==> src/rtl/gpio_irq_ctrl.sv <==
// Edge-detecting interrupt controller for GPIO banks 0, 1 and E.
// Latches synchronised rising edges into W1C pending registers and drives a level IRQ with bank id.
module gpio_irq_ctrl #(
  parameter int unsigned SYNC_STAGES = 2,
  parameter int unsigned IRQ_ID_BASE = 3
) (
  input  logic        clk,
  input  logic        reset,
  input  logic [31:0] gpio_0_in,
  input  logic [31:0] gpio_1_in,
  input  logic [7:0]  gpio_e_in,
  input  logic [2:0]  avs_address,
  input  logic        avs_read,
  input  logic        avs_write,
  input  logic [31:0] avs_writedata,
  output logic [31:0] avs_readdata,
  output logic        irq_o,
  output logic [4:0]  irq_id_o
);

  localparam int unsigned NumPins = 72;
  localparam logic [4:0] IdBank0 = 5'(IRQ_ID_BASE);
  localparam logic [4:0] IdBank1 = 5'(IRQ_ID_BASE + 1);
  localparam logic [4:0] IdBankE = 5'(IRQ_ID_BASE + 2);
  localparam logic [1:0] ArmCount = 2'(SYNC_STAGES);

  logic [NumPins-1:0] pins;
  logic [NumPins-1:0] sync_q [SYNC_STAGES];
  logic [NumPins-1:0] prev_q;
  logic [NumPins-1:0] rise;

  logic [1:0]  arm_cnt_q;
  logic        armed_q;

  logic [31:0] pend0_q, pend1_q, pend0_d, pend1_d;
  logic [7:0]  pende_q, pende_d;
  logic [31:0] mask0_q, mask1_q;
  logic [7:0]  maske_q;
  logic [31:0] w1c0, w1c1;
  logic [7:0]  w1ce;
  logic [2:0]  active;
  logic [31:0] rdata;

  assign pins = {gpio_e_in, gpio_1_in, gpio_0_in};

  always_ff @(posedge clk or posedge reset) begin
    if (reset) begin
      for (int i = 0; i < int'(SYNC_STAGES); i++) sync_q[i] <= '0;
      prev_q <= '0;
    end else begin
      sync_q[0] <= pins;
      for (int i = 1; i < int'(SYNC_STAGES); i++) sync_q[i] <= sync_q[i-1];
      prev_q <= sync_q[SYNC_STAGES-1];
    end
  end

  // Edges are ignored until the chain has flushed post-reset levels through prev_q.
  assign rise = sync_q[SYNC_STAGES-1] & ~prev_q & {NumPins{armed_q}};

  always_ff @(posedge clk or posedge reset) begin
    if (reset) begin
      arm_cnt_q <= '0;
      armed_q   <= 1'b0;
    end else if (!armed_q) begin
      if (arm_cnt_q == ArmCount) armed_q <= 1'b1;
      else arm_cnt_q <= arm_cnt_q + 2'd1;
    end
  end

  always_comb begin
    w1c0 = '0;
    w1c1 = '0;
    w1ce = '0;
    if (avs_write) begin
      case (avs_address)
        3'd0:    w1c0 = avs_writedata;
        3'd1:    w1c1 = avs_writedata;
        3'd2:    w1ce = avs_writedata[7:0];
        default: ;
      endcase
    end
    // A rise in the same cycle as a clear wins.
    pend0_d = (pend0_q & ~w1c0) | rise[31:0];
    pend1_d = (pend1_q & ~w1c1) | rise[63:32];
    pende_d = (pende_q & ~w1ce) | rise[71:64];
  end

  always_ff @(posedge clk or posedge reset) begin
    if (reset) begin
      pend0_q <= '0;
      pend1_q <= '0;
      pende_q <= '0;
      mask0_q <= '0;
      mask1_q <= '0;
      maske_q <= '0;
    end else begin
      pend0_q <= pend0_d;
      pend1_q <= pend1_d;
      pende_q <= pende_d;
      if (avs_write) begin
        case (avs_address)
          3'd3:    mask0_q <= avs_writedata;
          3'd4:    mask1_q <= avs_writedata;
          3'd5:    maske_q <= avs_writedata[7:0];
          default: ;
        endcase
      end
    end
  end

  assign active = {|(pende_q & maske_q), |(pend1_q & mask1_q), |(pend0_q & mask0_q)};

  always_ff @(posedge clk or posedge reset) begin
    if (reset) begin
      irq_o    <= 1'b0;
      irq_id_o <= '0;
    end else begin
      irq_o <= |active;
      if (active[0])      irq_id_o <= IdBank0;
      else if (active[1]) irq_id_o <= IdBank1;
      else if (active[2]) irq_id_o <= IdBankE;
    end
  end

  always_comb begin
    rdata = '0;
    case (avs_address)
      3'd0:    rdata = pend0_q;
      3'd1:    rdata = pend1_q;
      3'd2:    rdata = {24'd0, pende_q};
      3'd3:    rdata = mask0_q;
      3'd4:    rdata = mask1_q;
      3'd5:    rdata = {24'd0, maske_q};
      3'd6:    rdata = {19'd0, irq_id_o, 4'd0, active, irq_o};
      default: rdata = '0;
    endcase
  end

  always_ff @(posedge clk or posedge reset) begin
    if (reset)         avs_readdata <= '0;
    else if (avs_read) avs_readdata <= rdata;
  end

endmodule

==> config.mk <==
export PLATFORM = sky130hd
export DESIGN_NAME = gpio_irq_ctrl
export DESIGN_NICKNAME = d
export VERILOG_FILES = /design/src/rtl/gpio_irq_ctrl.sv
export SDC_FILE = /design/constraint.sdc
export NUM_CORES = 1
export LEC_CHECK = 0
export ABC_AREA = 1
export BUFFER_PORTS_ARGS = -buffer_cell sky130_fd_sc_hd__buf_2
export CAP_MARGIN = 40
export CORE_MARGIN = 2
export CORE_UTILIZATION = 55
export DETAILED_ROUTE_END_ITERATION = 10
export PLACE_DENSITY_LB_ADDON = 0.1
export RECOVER_POWER = 25
export SYNTH_ARGS = -nofsm -noshare
export SYNTH_HDL_FRONTEND = slang
export SYNTH_SLANG_ARGS = --single-unit
export TNS_END_PERCENT = 5
==> constraint.sdc <==
create_clock -name clk -period 37.9 [get_ports clk]
set_clock_uncertainty 0.15 [all_clocks]
set_input_delay 3.79 -clock clk [delete_from_list [all_inputs] [get_ports clk]]
set_output_delay 3.79 -clock clk [all_outputs]
set_load 0.01 [all_outputs]
Word level (Yosys, flattened, before mapping) --
Cells that the tools add are included.
Word-level totals: bits in latches 0, memory bits (writable) 0, input bits 111, flip-flop bits (word level) 401, memories 0, logic and storage cells 61, memory bits (read-only) 0, output and inout port bits 38
Operators by class: equality and inequality tests 7, multiplexer cells 12, divide/modulo/power cells 0, $add $sub $neg 1, bitwise operators 17, order comparisons 0, reduce and logical (&&, ||, !) cells 10, shift-type cells 0, multipliers 0
Operators by type and width (number):
- $pmux 32 s7 | 1
- $and 72x72->72 | 2
- $and 32x32->32 | 4
- $mux 32 | 4
- $not 72->72 | 1
- $reduce_or 72->1 | 1
- $not 32->32 | 2
- $or 32x32->32 | 2
- $reduce_or 32->1 | 2
- $and 8x8->8 | 2
- $mux 8 | 2
- $mux 5 | 3
- $eq 3x3->1 const B | 3
- $not 8->8 | 1
- $or 8x8->8 | 1
- $reduce_and 2->1 | 4
- $reduce_or 8->1 | 1
- $eq 3x2->1 const B | 2
- $eq 3x1->1 const B | 1
- $logic_not 3->1 | 1
- $reduce_bool 3->1 | 1
- $add 2x1->2 const B | 1
- $eq 2x2->1 const B | 1
- $mux 1 | 2
- $not 1->1 | 2

Longest topological paths before layout --
word-level depth 6, gate-level depth with buffers 11, mapped depth without buffers 10

Worst setup path before layout --
No wires, ideal clock.
path kind in2reg, start in avs_write, end reg pend0_q[0], cell stages on the path 5, path slack 33090 ps, required time 37627 ps, data arrival time 4537 ps, setup time 123 ps, buffers on the path 2, cell sequence buf_2 > clkbuf_1 > nand2_1 > o21ai_0 > nand2_1
On the way: longest elaborated chain between the ends 4
Ends and longest elaborated chain:
- start: declaration | RTL line 14 | input logic avs_write,
- $mux 32 | RTL line 74 | if (avs_write) begin
- $not 32->32 | RTL line 83 | pend0_d = (pend0_q & ~w1c0) | rise[31:0];
- $and 32x32->32 | RTL line 83
- $or 32x32->32 | RTL line 83
- named net pend0_d[0] | RTL line 35 | logic [31:0] pend0_q, pend1_q, pend0_d, pend1_d;
- end signal: assignment | RTL line 97 | pend0_q <= pend0_d;
- end: declaration | RTL line 35
The timed path passes the listed nets, and every way through them passes these cells. A chain may end at the register's enable or synchronous reset.

Final worst setup path --
start in avs_address[0], end reg avs_readdata[2]
On the way: longest elaborated chain between the ends 2, elaborated cells between the ends (all ways) 8, those cells by class 6 x eq/ne; 1 x mux; 1 x reduce/logical
Ends and longest elaborated chain:
- start: declaration | RTL line 12 | input logic [2:0] avs_address,
- $eq 3x3->1, or another cell as far along | RTL line 127 | case (avs_address)
- $pmux 32 s7 * | RTL line 127
- end signal: assignment | RTL line 141 | else if (avs_read) avs_readdata <= rdata;
- end: declaration | RTL line 16 | output logic [31:0] avs_readdata,
Every way passes the cells marked *; elsewhere a longest branch is shown, timed or not.

==> flow_metrics.tcl <==
set metrics [dict create \
    outcome "completed" \
    die-area_um2 27200 \
    rows 58 \
    final_core_util_pct 65.9 \
    power_leakage_nw 8.06 \
    hp-start "sync_q[141]" \
    reg2regPathDepth 5 \
    routed_wl_mm 31.3 \
    fillCellCount 2040 \
    drtAntennaViolNets 0 \
    fin_nets 1682 \
    antenna_cells 0 \
    dp.final_hpwl_mm 19.6 \
    min_period_ns 5.56 \
    yosysMostFrequentCell "nand2_1" \
    dieWidth_um 165 \
    slew_headroom_pct 30.4 \
    ios 149 \
    ys_seq_area_share_pct 70.2 \
    setup-tns-final_ns 0 \
    synth_compound_area_share_pct 5.78 \
    hold_buffers 0 \
    drt_iter0_markers 806 \
    placement.io_buffers 146 \
    ys_ff_latch 399 \
    vias 9905 \
    ys_top_cells_by_count "nand2_1 (604), dfrtp_1 (399), o21ai_0 (107)" \
    maxCapViolations 0 \
    pwr_density_cell_nw_per_um2 58.5 \
    max_freq_mhz 180 \
    synth_top_family_by_area "simple AND/OR/NAND/NOR gates" \
    critPathBufInv 3 \
    drive_gt1_share_pct 14.8 \
    synthSimpleGateAreaFrac_pct 20.7 \
    path_class "in -> reg" \
    hold_viol 0 \
    globalRouteTotalUtil_pct 24.2 \
    slowest_stage "inv_2" \
    cts_resized 0 \
    viasPerCell 5.14 \
    gp_congestion 0.824 \
    initial_core_util_pct 56.3 \
    ys.flop_type "dfrtp_1" \
    crit_path_start_kind "input port" \
    rsz0062_at_grt "false" \
    die_h_um 165 \
    irDropWorstVdd_v 0.0000475 \
    dr.pass1.iters 6 \
    grt_pass1_wl_mm 51.2 \
    crit_chain "buf_2 -> inv_2 -> nor2_2 -> nand2_2 -> inv_2 -> nand2_1 -> nand3_1 -> nor2_1 -> nand2_1 -> nand2_1 -> nand2_1" \
    synth.area.mux_share_pct 0 \
    root_buffer "clkbuf_16" \
    reg2reg_from "armed_q" \
    drc 0 \
    cts_tree "built" \
    worstPathMaxFanout 34 \
    synthArstFlopShare_pct 100 \
    grt_max_degree 197 \
    fin_crit_sh_pct 14.7 \
    clk_pin_slew_ns 0.06 \
    postSynthAreaPerCell_um2 10.0 \
    synth_edf_count 0 \
    hold_class "reg -> reg" \
    netlist.area_leader.share_pct 70.2 \
    hold_path_end "sync_q[69]" \
    clk_latency_ns 0.52 \
    required_ns 38.21 \
    critical-path-max-stage-delay_ns 0.75 \
    worstPathArrival_ns 5.87 \
    synthAdderAreaFrac_pct 0.0880 \
    rr_endpoint "pend0_q[11]" \
    synth_cell_types 25 \
    r2r_slack_ns 36.25 \
    timing.critical_path.max_delay_family "simple AND/OR/NAND/NOR gates" \
    route.detailed.wl_per_inst_um 16.2 \
    grt_overflow_total 0 \
    core-area_um2 25300 \
    endpoint_kind "flop" \
    h-tree-depth 2 \
    worstMarginPinSlew_ns 1.04 \
    slew_violations 0 \
    netlist_area_um2 14200 \
    yosys_warnings 0 \
    yosys.area.top_type "dfrtp_1" \
    cts_buffers 40 \
    yosys-top-cells-area "dfrtp_1 (70%), nand2_1 (16%), o21ai_0 (3.8%), nor2_1 (2.7%), o21ai_1 (1.8%)" \
    antenna_found_initial 0 \
    cts_setup_buffers 0 \
    area_delta_synth_final_pct 17.0 \
    cp_common_cell "nand2_1" \
    holdPathStages 0 \
    clock_path_buffers 3 \
    postSynthCellCount 1422 \
    synth-xor-area-share_pct 0.0616 \
    cts.sinks 399 \
    setup_viol 0 \
    first_global_vias 9963 \
]
-- registers in the layout (all words and copies together), names as in the netlist, 2 cells and up --
register and count:
pende_q 8, pend1_q 32, pend0_q 32, arm_cnt_q 2
sync_q 144, prev_q 72, irq_id_o 3, mask0_q 32
avs_readdata 32, mask1_q 32, maske_q 8
-- per-layer routing --
metal | wire [um] | GRT usage [%] | vias to the layer above
met1 | 14200 | 34.5 | 4792
met5 | 0 | 0 | -
li1 | - | - | 4762
met3 | 1730 | 3.69 | 49
met4 | 757 | 7.55 | 0
met2 | 14600 | 38.9 | 302
-- how the worst max path moves through the flow --
stage                   startpoint              end  slack, ns  cells after the start
floorplan                    reset     arm_cnt_q[0]      22.86                      1
global placement    avs_address[2]      mask0_q[22]      31.74                      6
detailed placement  avs_address[0]  avs_readdata[2]      31.81                     11
CTS                 avs_address[0]  avs_readdata[2]      32.35                     11
global route        avs_address[2]      mask0_q[17]      32.18                      8
finish              avs_address[0]  avs_readdata[2]      32.34                     11
-- cell usage in the layout, fill, tap and decap left out --
cell type and count:
nand4_1 22, nor2_1 102, nand3_1 14, clkinvlp_4 1, nand2_2 6, buf_2 146, xor2_1 1, conb_1 2
inv_1 46, o21ai_0 107, nand2_1 604, clkbuf_1 5, o21ai_1 51, clkbuf_16 41, a21oi_1 2, o22ai_1 1
bufinv_16 5, inv_2 6, buf_4 7, nor3_4 2, nor2_2 1, ha_1 1, buf_12 1, clkbuf_8 10
dfrtp_1 399, buf_16 2, nor3_1 1, nand3_2 1, clkinv_4 1, o211ai_1 2, inv_8 1, clkinv_2 6
-- final cells by class --
cell class              count  area [um^2]  area share [%]
clock buffers              56         1180            7.11
repair buffers            156          858            5.16
inverters                  53          206            1.24
well taps                 330          413            2.48
clock inverters            13          196            1.18
multi-input cells         920         3800            22.8
flip-flops and latches    399         9980            60.0
-- through the flow --
stage	setup WS [ns]	total power, mW	hold WS [ns]	std cells	area (um^2)
after floorplan	22.86	0.540	0.181	1423	14200
after global placement	31.74	0.569	0.181	1856	15200
after detailed placement	31.81	0.573	0.185	1858	15300
after CTS	32.35	0.981	0.192	1927	16600
after global routing	32.18	1.02	0.199	1927	16600
final	32.34	0.973	0.187	1927	16600
-- power breakdown --
| part | switching [mW] | total (mW) | leakage [nW] | internal (mW) |
|---|---|---|---|---|
| clock network | 0.156 | 0.407 | 0.681 | 0.251 |
| registers | 0.0234 | 0.485 | 4.57 | 0.461 |
| logic | 0.0512 | 0.0812 | 2.80 | 0.0300 |
| total | 0.230 | 0.973 | 8.06 | 0.742 |
-- cells by family (layout without fill, tap and decap cells) --
kind of cell | after synthesis | in the layout
flops | 399 | 399
fa+ha+maj | 1 | 1
compound gates | 163 | 163
xor+xnor | 1 | 1
buf+inv | 104 | 278
other cells | 1 | 2
simple gates | 753 | 753
(Power assumes the default switching activity.)
